--- src/rtl/imm_extender_pipe.sv ---
// rtl/imm_extender_pipe.sv - pipelined immediate extender (zero/sign/upper/branch), optional IMMEXT_COUNT_EN retire counter
module imm_extender_pipe #(
    parameter int IN_WIDTH  = 16,
    parameter int OUT_WIDTH = 32,
    parameter int DEPTH     = 2
) (
    input  logic                 clk,
    input  logic                 rst,
    input  logic                 en_n,
    input  logic                 flush,
    input  logic                 validIn,
    input  logic [IN_WIDTH-1:0]  dataIn,
    input  logic [1:0]           mode,
    output logic                 validOut,
    output logic [OUT_WIDTH-1:0] dataOut
`ifdef IMMEXT_COUNT_EN
    ,
    output logic [15:0]          extCount
`endif
);

    localparam int PAD = OUT_WIDTH - IN_WIDTH;

    if (OUT_WIDTH < IN_WIDTH + 2) begin : g_bad_width
        $error("imm_extender_pipe: OUT_WIDTH must be >= IN_WIDTH+2");
    end
    if (DEPTH < 1 || DEPTH > 8) begin : g_bad_depth
        $error("imm_extender_pipe: DEPTH must be in 1..8");
    end
    if (IN_WIDTH < 1) begin : g_bad_in
        $error("imm_extender_pipe: IN_WIDTH must be >= 1");
    end

    logic [OUT_WIDTH-1:0] sext;
    logic [OUT_WIDTH-1:0] ext;
    logic [OUT_WIDTH-1:0] s1_data_d;

    assign sext = {{PAD{dataIn[IN_WIDTH-1]}}, dataIn};

    always_comb begin
        ext = '0;
        case (mode)
            2'b00:   ext = {{PAD{1'b0}}, dataIn};
            2'b01:   ext = sext;
            2'b10:   ext = {dataIn, {PAD{1'b0}}};
            default: ext = {sext[OUT_WIDTH-3:0], 2'b00};
        endcase
    end

    // Bubbles always carry zero data so downstream never sees stale values.
    assign s1_data_d = validIn ? ext : '0;

    logic                 valid_q [DEPTH];
    logic [OUT_WIDTH-1:0] data_q  [DEPTH];

    always_ff @(posedge clk) begin
        if (rst || flush) begin
            for (int i = 0; i < DEPTH; i++) begin
                valid_q[i] <= 1'b0;
                data_q[i]  <= '0;
            end
        end else if (!en_n) begin
            valid_q[0] <= validIn;
            data_q[0]  <= s1_data_d;
            for (int i = 1; i < DEPTH; i++) begin
                valid_q[i] <= valid_q[i-1];
                data_q[i]  <= data_q[i-1];
            end
        end
    end

    assign validOut = valid_q[DEPTH-1];
    assign dataOut  = data_q[DEPTH-1];

`ifdef IMMEXT_COUNT_EN
    logic [15:0] count_q;
    logic [15:0] count_d;

    // Flush does not clear the count; only a retiring result advances it.
    always_comb begin
        count_d = count_q;
        if (valid_q[DEPTH-1] && !en_n && !flush) begin
            count_d = count_q + 16'd1;
        end
    end

    always_ff @(posedge clk) begin
        if (rst) begin
            count_q <= '0;
        end else begin
            count_q <= count_d;
        end
    end

    assign extCount = count_q;
`endif

endmodule

--- config.mk ---
export PLATFORM = sky130hd
export DESIGN_NAME = imm_extender_pipe
export DESIGN_NICKNAME = d
export VERILOG_FILES = /design/src/rtl/imm_extender_pipe.sv
export SDC_FILE = /design/constraint.sdc
export NUM_CORES = 1
export LEC_CHECK = 0
export CELL_PAD_IN_SITES_DETAIL_PLACEMENT = 2
export CELL_PAD_IN_SITES_GLOBAL_PLACEMENT = 2
export CORE_MARGIN = 3
export CORE_UTILIZATION = 35
export CTS_BUF_LIST = sky130_fd_sc_hd__clkbuf_16
export DETAILED_ROUTE_END_ITERATION = 10
export GPL_ROUTABILITY_DRIVEN = 0
export PLACE_DENSITY_LB_ADDON = 0.12
export RECOVER_POWER = 25
export SLEW_MARGIN = 15
export SYNTH_ARGS = -nofsm -noshare
export SYNTH_HDL_FRONTEND = slang
export SYNTH_SLANG_ARGS = --single-unit
--- constraint.sdc ---
create_clock -name clk -period 2.3 [get_ports clk]
set_input_delay 0.23 -clock clk [delete_from_list [all_inputs] [get_ports clk]]
set_output_delay 0.23 -clock clk [all_outputs]
set_load 0.05 [all_outputs]
==> reports/metrics.yaml, run 1 <==
status: "completed"
netlist_area_um2: 3040
diodes: 0
synth-seq-area-share_pct: 65.1
worst_setup_path_end_kind: "flip-flop"
routed_wl_um: 5950
grt.total_usage_pct: 13.5
ys_warn_count: 0
clkTransAtPathRegs_ns: 0.05
powerDensity_nw_per_um2: 827
leakage_uw: 0.00137
yosys.area.top_type: "edfxtp_1"
startpoint_type: "primary input"
drive_gt1_share_pct: 12.4
met3_usage_pct: 5.12
die_w_um: 99.3
cts.htree.levels: 3
worst_pin_slew_ns: 0.900
hp-class: "flip-flop to flip-flop"
first_global_vias: 1911
fin_total_pwr_uw: 3110
final_common_cell: "edfxtp_1"
cts_sinks: 66
hold_depth: 1
skew_ns: 0.00573
place.port_buffers: 55
grt_pass1_wl_um: 9840
cts_hold_buf: 0
syn-num-nets: 253
num_vias: 1752
fp.coreArea_um2: 8340
synthTopCellsByArea: "edfxtp_1 (65%), buf_4 (7.9%), and2_1 (6.8%)"
clkLatencyLatePin_ns: 0.33
grt_max_degree: 67
fin_crit_sh_pct: 76.7
slew_violations: 0
maxCapViolCount: 0
use_met2_pct: 22.2
syn_inst: 230
layout.nets: 276
crit_type: "primary input to flip-flop"
overflow: 0
most-common-layout-cells: "edfxtp_1 (66), clkdlybuf4s50_1 (53), and2_1 (23)"
wl_per_cell_um: 16.4
reg2reg_depth: 1
die-area_um2: 9850
antenna_found_initial: 0
hold_violations: 0
io-pin-count: 56
ys_types: 21
clk_path_buf_depth: 2
layout_min_cycle_time_ns: 1.77
cts_root_buffer: "clkbuf_16"
cts_tree: "built"
setup_tns_ns: 0
fin_util_pct: 45.0
grt_use_met1_pct: 15.7
final.setup.worst_slack_ns: 0.535
rsz0062_at_grt: "false"
post-place-ws_ns: 0.319
ant_nets: 0
dr.pass1.iters: 4
cts_setup_buffers: 0
drt_iter0_markers: 86
busiest_layer: "met2"
area_delta_synth_final_pct: 23.4
cts-resized-gates: 0
setup_viol_count_final: 0
ir_worst_vdd_mv: 0.414
start_util_pct: 36.5
worstPathMaxFanout: 66
synth_top_area_share_pct: 65.1
die_y_um: 99.3
required_ns: 2.25
cts_inserted_buffers: 9
cp.arrival_ns: 1.71
maxSlewHeadroom_pct: 40.0
drc_errors: 0
syn_avg_cell_area_um2: 13.2
instances_no_fill: 363
dp_cells: 347
ys_ff_latch: 66
hpwl_um: 3840
max_clock_freq_mhz: 567
vias_per_cell: 4.83
rows: 33
## layer usage
metal	vias up	wire [um]
li1	828	-
met1	874	2480
met2	40	3040
met3	10	314
met4	0	119
met5	-	0
## cell families (layout without fill, tap and decap cells)
| kind of cell | Yosys count | count (layout) | share of synthesized area [%] |
|---|---|---|---|
| simple gates | 83 | 83 | 17.0 |
| flops | 66 | 66 | 65.1 |
| buf+inv | 49 | 77 | 11.0 |
| compound gates | 31 | 31 | 6.54 |
| mux | 1 | 1 | 0.329 |
## through the flow
step                instance area (um2)  hold slack [ns]
CTS                                3770            0.523
detailed placement                 3460            0.510
floorplan                          3040            0.471
finish                             3760            0.517
global placement                   3460            0.504
global route                       3760            0.541
## registers in the layout, indices dropped and copies added (netlist names)
register,count
data_q,64
valid_q,2
## critical path, stage by stage
cell and delay [ns]:
dlygate4sd3_1 0.59, nor2_1 0.08, nand2_2 0.06, clkbuf_4 0.72
## where the power goes
group	internal [uW]	total (uW)	switching [uW]
Sequential	1380	1390	14.6
Clock	936	1420	484
Combinational	107	296	189
## cells in the mapped netlist, drive strengths merged
cell	instances
edfxtp	66
buf	40
and2	33
a21oi	29
nand2b	14
nand3	14
nand3b	14
clkbuf	8
nand2	2
nor2	2
nor3b	2
a211oi	1
inv	1
mux2i	1
nor3	1
o21ai	1
or4b	1
## final timing paths
path | startpoint | to | slack [ns]
worst max-delay path | flush | data_q[0][23] | 0.53
worst min register to register | data_q[0][14] | data_q[0][46] | 0.52
worst min-delay path | data_q[0][14] | data_q[0][46] | 0.52
worst max register to register | data_q[0][21] | data_q[0][53] | 1.50
## layout make-up
type	count	area (um2)
timing repair buffer	60	601
fill	818	4580
tap	105	131
sequential	66	1980
clock inverter	7	85.1
clock buffer	9	225
inverter	1	3.75
multi-input combinational	115	729
(Power assumes the default switching activity.)
==> inputs of run 2 (changes only) <==
Clock period 2.3 ns to 1.75 ns, I/O delays scaled along.
==> run 2 against run 1 <==
Net effect: first-iteration DRC count fell by 16%; sequential cell count stayed put; via count grew 1.2%; final cell count grew 1.7%; critical path type is now flip-flop to primary output; critical path depth down 3; largest power group unchanged; power grew 31%; die area did not move; combinational power increased by 32%.
==> reports/metrics.yaml, run 2 (synthesis results as in run 1) <==
instances_no_fill: 369  # +1.7%
drc_errors: 0  # unchanged
worstPathMaxFanout: 1  # -98%
status: "completed"
fin_crit_sh_pct: 94.0
antenna_found_initial: 0  # unchanged
fin_util_pct: 45.1  # +0.090 points
vias_per_cell: 4.80  # -0.45%
place.port_buffers: 55  # unchanged
crit_slowest_cell: "clkdlybuf4s50_1"
powerDensity_nw_per_um2: 1080  # +31%
whs_ns: 0.515  # -0.00112 ns
hold_start: "data_q[0][15]"
hp-class: "flip-flop to flip-flop"
diodes: 0  # unchanged
max_clock_freq_mhz: 608
crit_type: "flip-flop to primary output"
start_util_pct: 36.5  # unchanged
most-common-layout-cells: "edfxtp_1 (66), clkdlybuf4s50_1 (50), and2_1 (21)"
grt_max_degree: 48  # -28%
reg2reg_depth: 1  # unchanged
cts_root_buffer: "clkbuf_16"
cts-resized-gates: 0  # unchanged
layout.nets: 282  # +2.2%
hold_depth: 1  # unchanged
ir_worst_vdd_mv: 0.446  # +7.6%
cts_setup_buffers: 0  # unchanged
hold_end: "data_q[0][47]"
maxSlewHeadroom_pct: 49.8  # +9.8 points
startpoint_type: "flip-flop"
largest_register_ffs: 64  # unchanged
die_w_um: 99.3  # unchanged
setup_viol_count_final: 0  # unchanged
r2r-start: "data_q[0][21]"
cts_tree: "built"
slew_violations: 0  # unchanged
cts_sinks: 66  # unchanged
dp_cells: 353  # +1.7%
layout_min_cycle_time_ns: 1.65
fillCellCount: 830  # +1.5%
dr.pass1.iters: 4  # unchanged
top_register: "data_q"
skew_ns: 0.00638  # +0.000656 ns
required_ns: 1.57  # -0.68 ns
die_y_um: 99.3  # unchanged
first_global_vias: 1940  # +1.5%
drive_gt1_share_pct: 13.3  # +0.85 points
clkTransAtPathRegs_ns: 0.06  # about the same
area_delta_synth_final_pct: 23.7
overflow: 0  # unchanged
drt_iter0_markers: 72  # -16%
cp.arrival_ns: 1.47  # -0.24 ns
ant_nets: 0  # unchanged
fp.coreArea_um2: 8340  # unchanged
io-pin-count: 56  # unchanged
hpwl_um: 4160  # +8.5%
final_common_cell: "edfxtp_1"
leakage_uw: 0.00138  # +0.74%
largestRegisters: "data_q: 64 flops, valid_q: 2 flops"
r2r-end: "data_q[0][53]"
cts_inserted_buffers: 9  # unchanged
r2r_setup_slack_ns: 0.94  # -0.56 ns
wl_per_cell_um: 16.7  # +1.9%
rows: 33  # unchanged
die-area_um2: 9850  # unchanged
grt_pass1_wl_um: 10200  # +3.8%
clkLatencyLatePin_ns: 0.32  # about the same
worst_setup_path_end_kind: "primary output"
rsz0062_at_grt: "false"
routed_wl_um: 6170  # +3.6%
max_stage_delay_ns: 0.81  # +0.09 ns
cp_top_family: "buffers and inverters"
cts_hold_buf: 0  # unchanged
worst_pin_slew_ns: 0.753  # -0.147 ns
grt.total_usage_pct: 13.5  # +0.068 points
clk_path_buf_depth: 2  # unchanged
path_cells: "clkdlybuf4s50_1"
crit_buf_inv: 1  # -1
maxCapViolCount: 0  # unchanged
num_vias: 1773  # +1.2%
hold_violations: 0  # unchanged
cts.htree.levels: 3  # unchanged
run 2: changes by cell type in the layout (fill, tap and decap cells not counted), sizes merged:
cell,before,now
clkdlybuf4s50,53,50
clkbuf,10,16
buf,4,9
dlygate4sd3,2,0
run 2: how the worst max path moves through the flow:
stage               slack (ns)  cells past startpoint          start       endpoint
CTS                       0.08                      1  data_q[0][59]    dataOut[27]
global placement          0.05                      4           en_n  data_q[0][22]
floorplan                 0.33                      2          flush   data_q[0][0]
finish                    0.10                      1  data_q[0][59]    dataOut[27]
global route              0.06                      1  data_q[0][59]    dataOut[27]
detailed placement       -0.03                      4           en_n  data_q[0][27]
run 2: metal layers:
layer	track usage, %	vias up	share of wire [%]
li1	-	836	-
met1	16.6	891	44
met3	3.86	7	4.0
met4	4.41	0	0.94
met2	23.0	39	51
met5	0	-	0
run 2: cell type report:
type | instances | area (um2) | area share (%)
Tap cell | 105 | 131 | 3.49
Clock inverter | 7 | 85.1 | 2.26
Timing Repair Buffer | 66 | 616 | 16.4
Sequential cell | 66 | 1980 | 52.6
Clock buffer | 9 | 225 | 5.98
Inverter | 1 | 3.75 | 0.0997
Multi-Input combinational cell | 115 | 722 | 19.2
run 2: through the flow:
step | area, um2 | setup WS (ns) | TNS [ns] | total power [uW]
2_1_floorplan | 3050 | 0.329 | 0 | 2130
3_3_place_gp | 3530 | 0.0491 | 0 | 2270
3_5_place_dp | 3530 | -0.0257 | -0.0257 | 2280
4_1_cts | 3840 | 0.0784 | 0 | 4160
5_1_grt | 3760 | 0.0585 | 0 | 4230
6_report | 3760 | 0.104 | 0 | 4080
run 2: where the power goes:
group	internal (uW)	switching, uW
Clock	1230	629
Sequential	1810	19.3
Combinational	140	252
Total	3180	901
==> inputs of run 3 (changes only) <==
Clock period 1.75 ns to 1.7 ns, I/O delays scaled along.
==> run 3 against run 2 <==
Net effect: sequential share of layout area decreased by 0.070 points; final cell count decreased by 0.27%; routed wire length decreased by 4.5%; cell area increased by 0.13%; clock power about the same; sequential power increased by 3%; first-iteration DRC count decreased by 6.9%; largest cell class unchanged; largest power group is now registers.
==> reports/metrics.yaml, run 3 (synthesis results as in run 1) <==
worst_setup_path_end_kind: "primary output"
crit_type: "flip-flop to primary output"
hold_violations: 0  # unchanged
rsz0062_at_grt: "false"
start_util_pct: 36.5  # unchanged
ir_worst_vdd_mv: 0.499  # +12%
whs_ns: 0.516  # +0.0000470 ns
clk_path_buf_depth: 2  # unchanged
power_frac_seq_pct: 45.2  # +0.4 points
final.setup.worst_slack_ns: 0.0706  # -0.0336 ns
layout_min_cycle_time_ns: 1.63
wl_per_cell_um: 16.0  # -4.2%
drive_gt1_share_pct: 13.7  # +0.43 points
crit_buf_inv: 1  # unchanged
cts.htree.levels: 3  # unchanged
diodes: 0  # unchanged
first_global_vias: 1828  # -5.8%
cts_sinks: 66  # unchanged
leakage_uw: 0.00139  # +1.2%
grt_pass1_wl_um: 9710  # -4.9%
slew_violations: 0  # unchanged
drt_iter0_markers: 67  # -6.9%
grt.total_usage_pct: 12.9  # -0.64 points
skew_ns: 0.00314  # -0.00324 ns
io-pin-count: 56  # unchanged
antenna_found_initial: 0  # unchanged
post-place-ws_ns: -0.0194  # +0.00629 ns
path_cells: "clkdlybuf4s50_1"
crit_slowest_cell: "clkdlybuf4s50_1"
cts_setup_buffers: 0  # unchanged
required_ns: 1.53  # -0.04 ns
most-common-layout-cells: "edfxtp_1 (66), clkdlybuf4s50_1 (43), and2_1 (33)"
cts_root_buffer: "clkbuf_16"
worst_pin_slew_ns: 0.615  # -0.137 ns
cts_hold_buf: 0  # unchanged
routed_wl_um: 5890  # -4.5%
cts-resized-gates: 0  # unchanged
layout.nets: 283  # +0.35%
max_clock_freq_mhz: 614
max_stage_delay_ns: 0.80  # about the same
fp.coreArea_um2: 8340  # unchanged
num_vias: 1745  # -1.6%
overflow: 0  # unchanged
fin_crit_sh_pct: 95.8
p_sw_uw: 902  # +0.18%
largestRegisters: "data_q: 64 flops, valid_q: 2 flops"
ant_nets: 0  # unchanged
setup_viol_count_final: 0  # unchanged
swShare_pct: 21.7  # -0.40 points
cts_tree: "built"
area_delta_synth_final_pct: 23.8
place.port_buffers: 55  # unchanged
die_w_um: 99.3  # unchanged
cts_inserted_buffers: 9  # unchanged
dr.pass1.iters: 4  # unchanged
hpwl_um: 4000  # -3.8%
clkLatencyLatePin_ns: 0.32  # about the same
drc_errors: 0  # unchanged
largest_register_ffs: 64  # unchanged
vias_per_cell: 4.74  # -1.3%
worstPathMaxFanout: 1  # unchanged
grt_max_degree: 48  # unchanged
cp.arrival_ns: 1.46  # about the same
comb_power_share_pct: 9.7  # about the same
setup_tns_ns: 0  # unchanged
die_y_um: 99.3  # unchanged
cp_top_family: "buffers and inverters"
clkTransAtPathRegs_ns: 0.06  # about the same
powerDensity_nw_per_um2: 1100  # +1.9%
intPower_uw: 3260  # +2.6%
final_common_cell: "edfxtp_1"
startpoint_type: "flip-flop"
top_register: "data_q"
status: "completed"
rows: 33  # unchanged
maxCapViolCount: 0  # unchanged
maxSlewHeadroom_pct: 59.2  # +9.3 points
hp-class: "flip-flop to flip-flop"
die-area_um2: 9850  # unchanged
pwr-share-clk_pct: 45.1  # -0.5 points
-- run 3: cell types whose count changed in the layout (fill, tap and decap cells not counted), moves of 2 or more --
cell | before | now
clkdlybuf4s50_1 | 50 | 43
clkbuf_4 | 0 | 2
and2_0 | 12 | 0
buf_2 | 2 | 0
and2_1 | 21 | 33
buf_12 | 2 | 5
clkbuf_1 | 6 | 13
-- run 3: area by class of cell --
cell class | count | area, um2
inverter | 1 | 3.75
sequential | 66 | 1980
clock inverter | 5 | 72.6
multi-input combinational | 115 | 731
clock buffer | 9 | 225
fill | 840 | 4570
tap | 105 | 131
timing repair buffer | 67 | 624
-- run 3: worst paths after layout --
check / startpoint / endpoint / slack, ns / cells past startpoint
max: data_q[0][36] / dataOut[4] / 0.07 / 1
min: data_q[0][14] / data_q[0][46] / 0.52 / 1
max reg2reg: data_q[0][9] / data_q[0][41] / 0.91 / 1
min reg2reg: data_q[0][14] / data_q[0][46] / 0.52 / 1
-- run 3: stage by stage --
step           utilization, %  std cells  cell area [um2]  power, uW
5_1_grt                  45.2        368             3770       4320
4_1_cts                  46.1        368             3850       4240
3_5_place_dp             42.6        354             3550       2340
2_1_floorplan               -        230             3050       2190
6_report                 45.2        368             3770       4160
3_3_place_gp             42.6        354             3550       2340
-- run 3: layer usage --
metal | share of wire, % | vias to the layer above | routed length (um) | track usage (%)
li1 | - | 839 | - | -
met1 | 44 | 860 | 2580 | 16.4
met2 | 51 | 36 | 2980 | 21.0
met3 | 4.1 | 10 | 239 | 3.30
met4 | 1.5 | 0 | 88 | 5.36
met5 | 0 | - | 0 | 0
-- run 3: power by group through the flow --
stage                     Combinational, uW  Clock (uW)  Sequential [uW]
after detailed placement                427           0             1920
final                                   405        1880             1880
after global routing                    432        2000             1890
after CTS                               429        1920             1880
after global placement                  423           0             1910
after floorplan                         281           0             1910
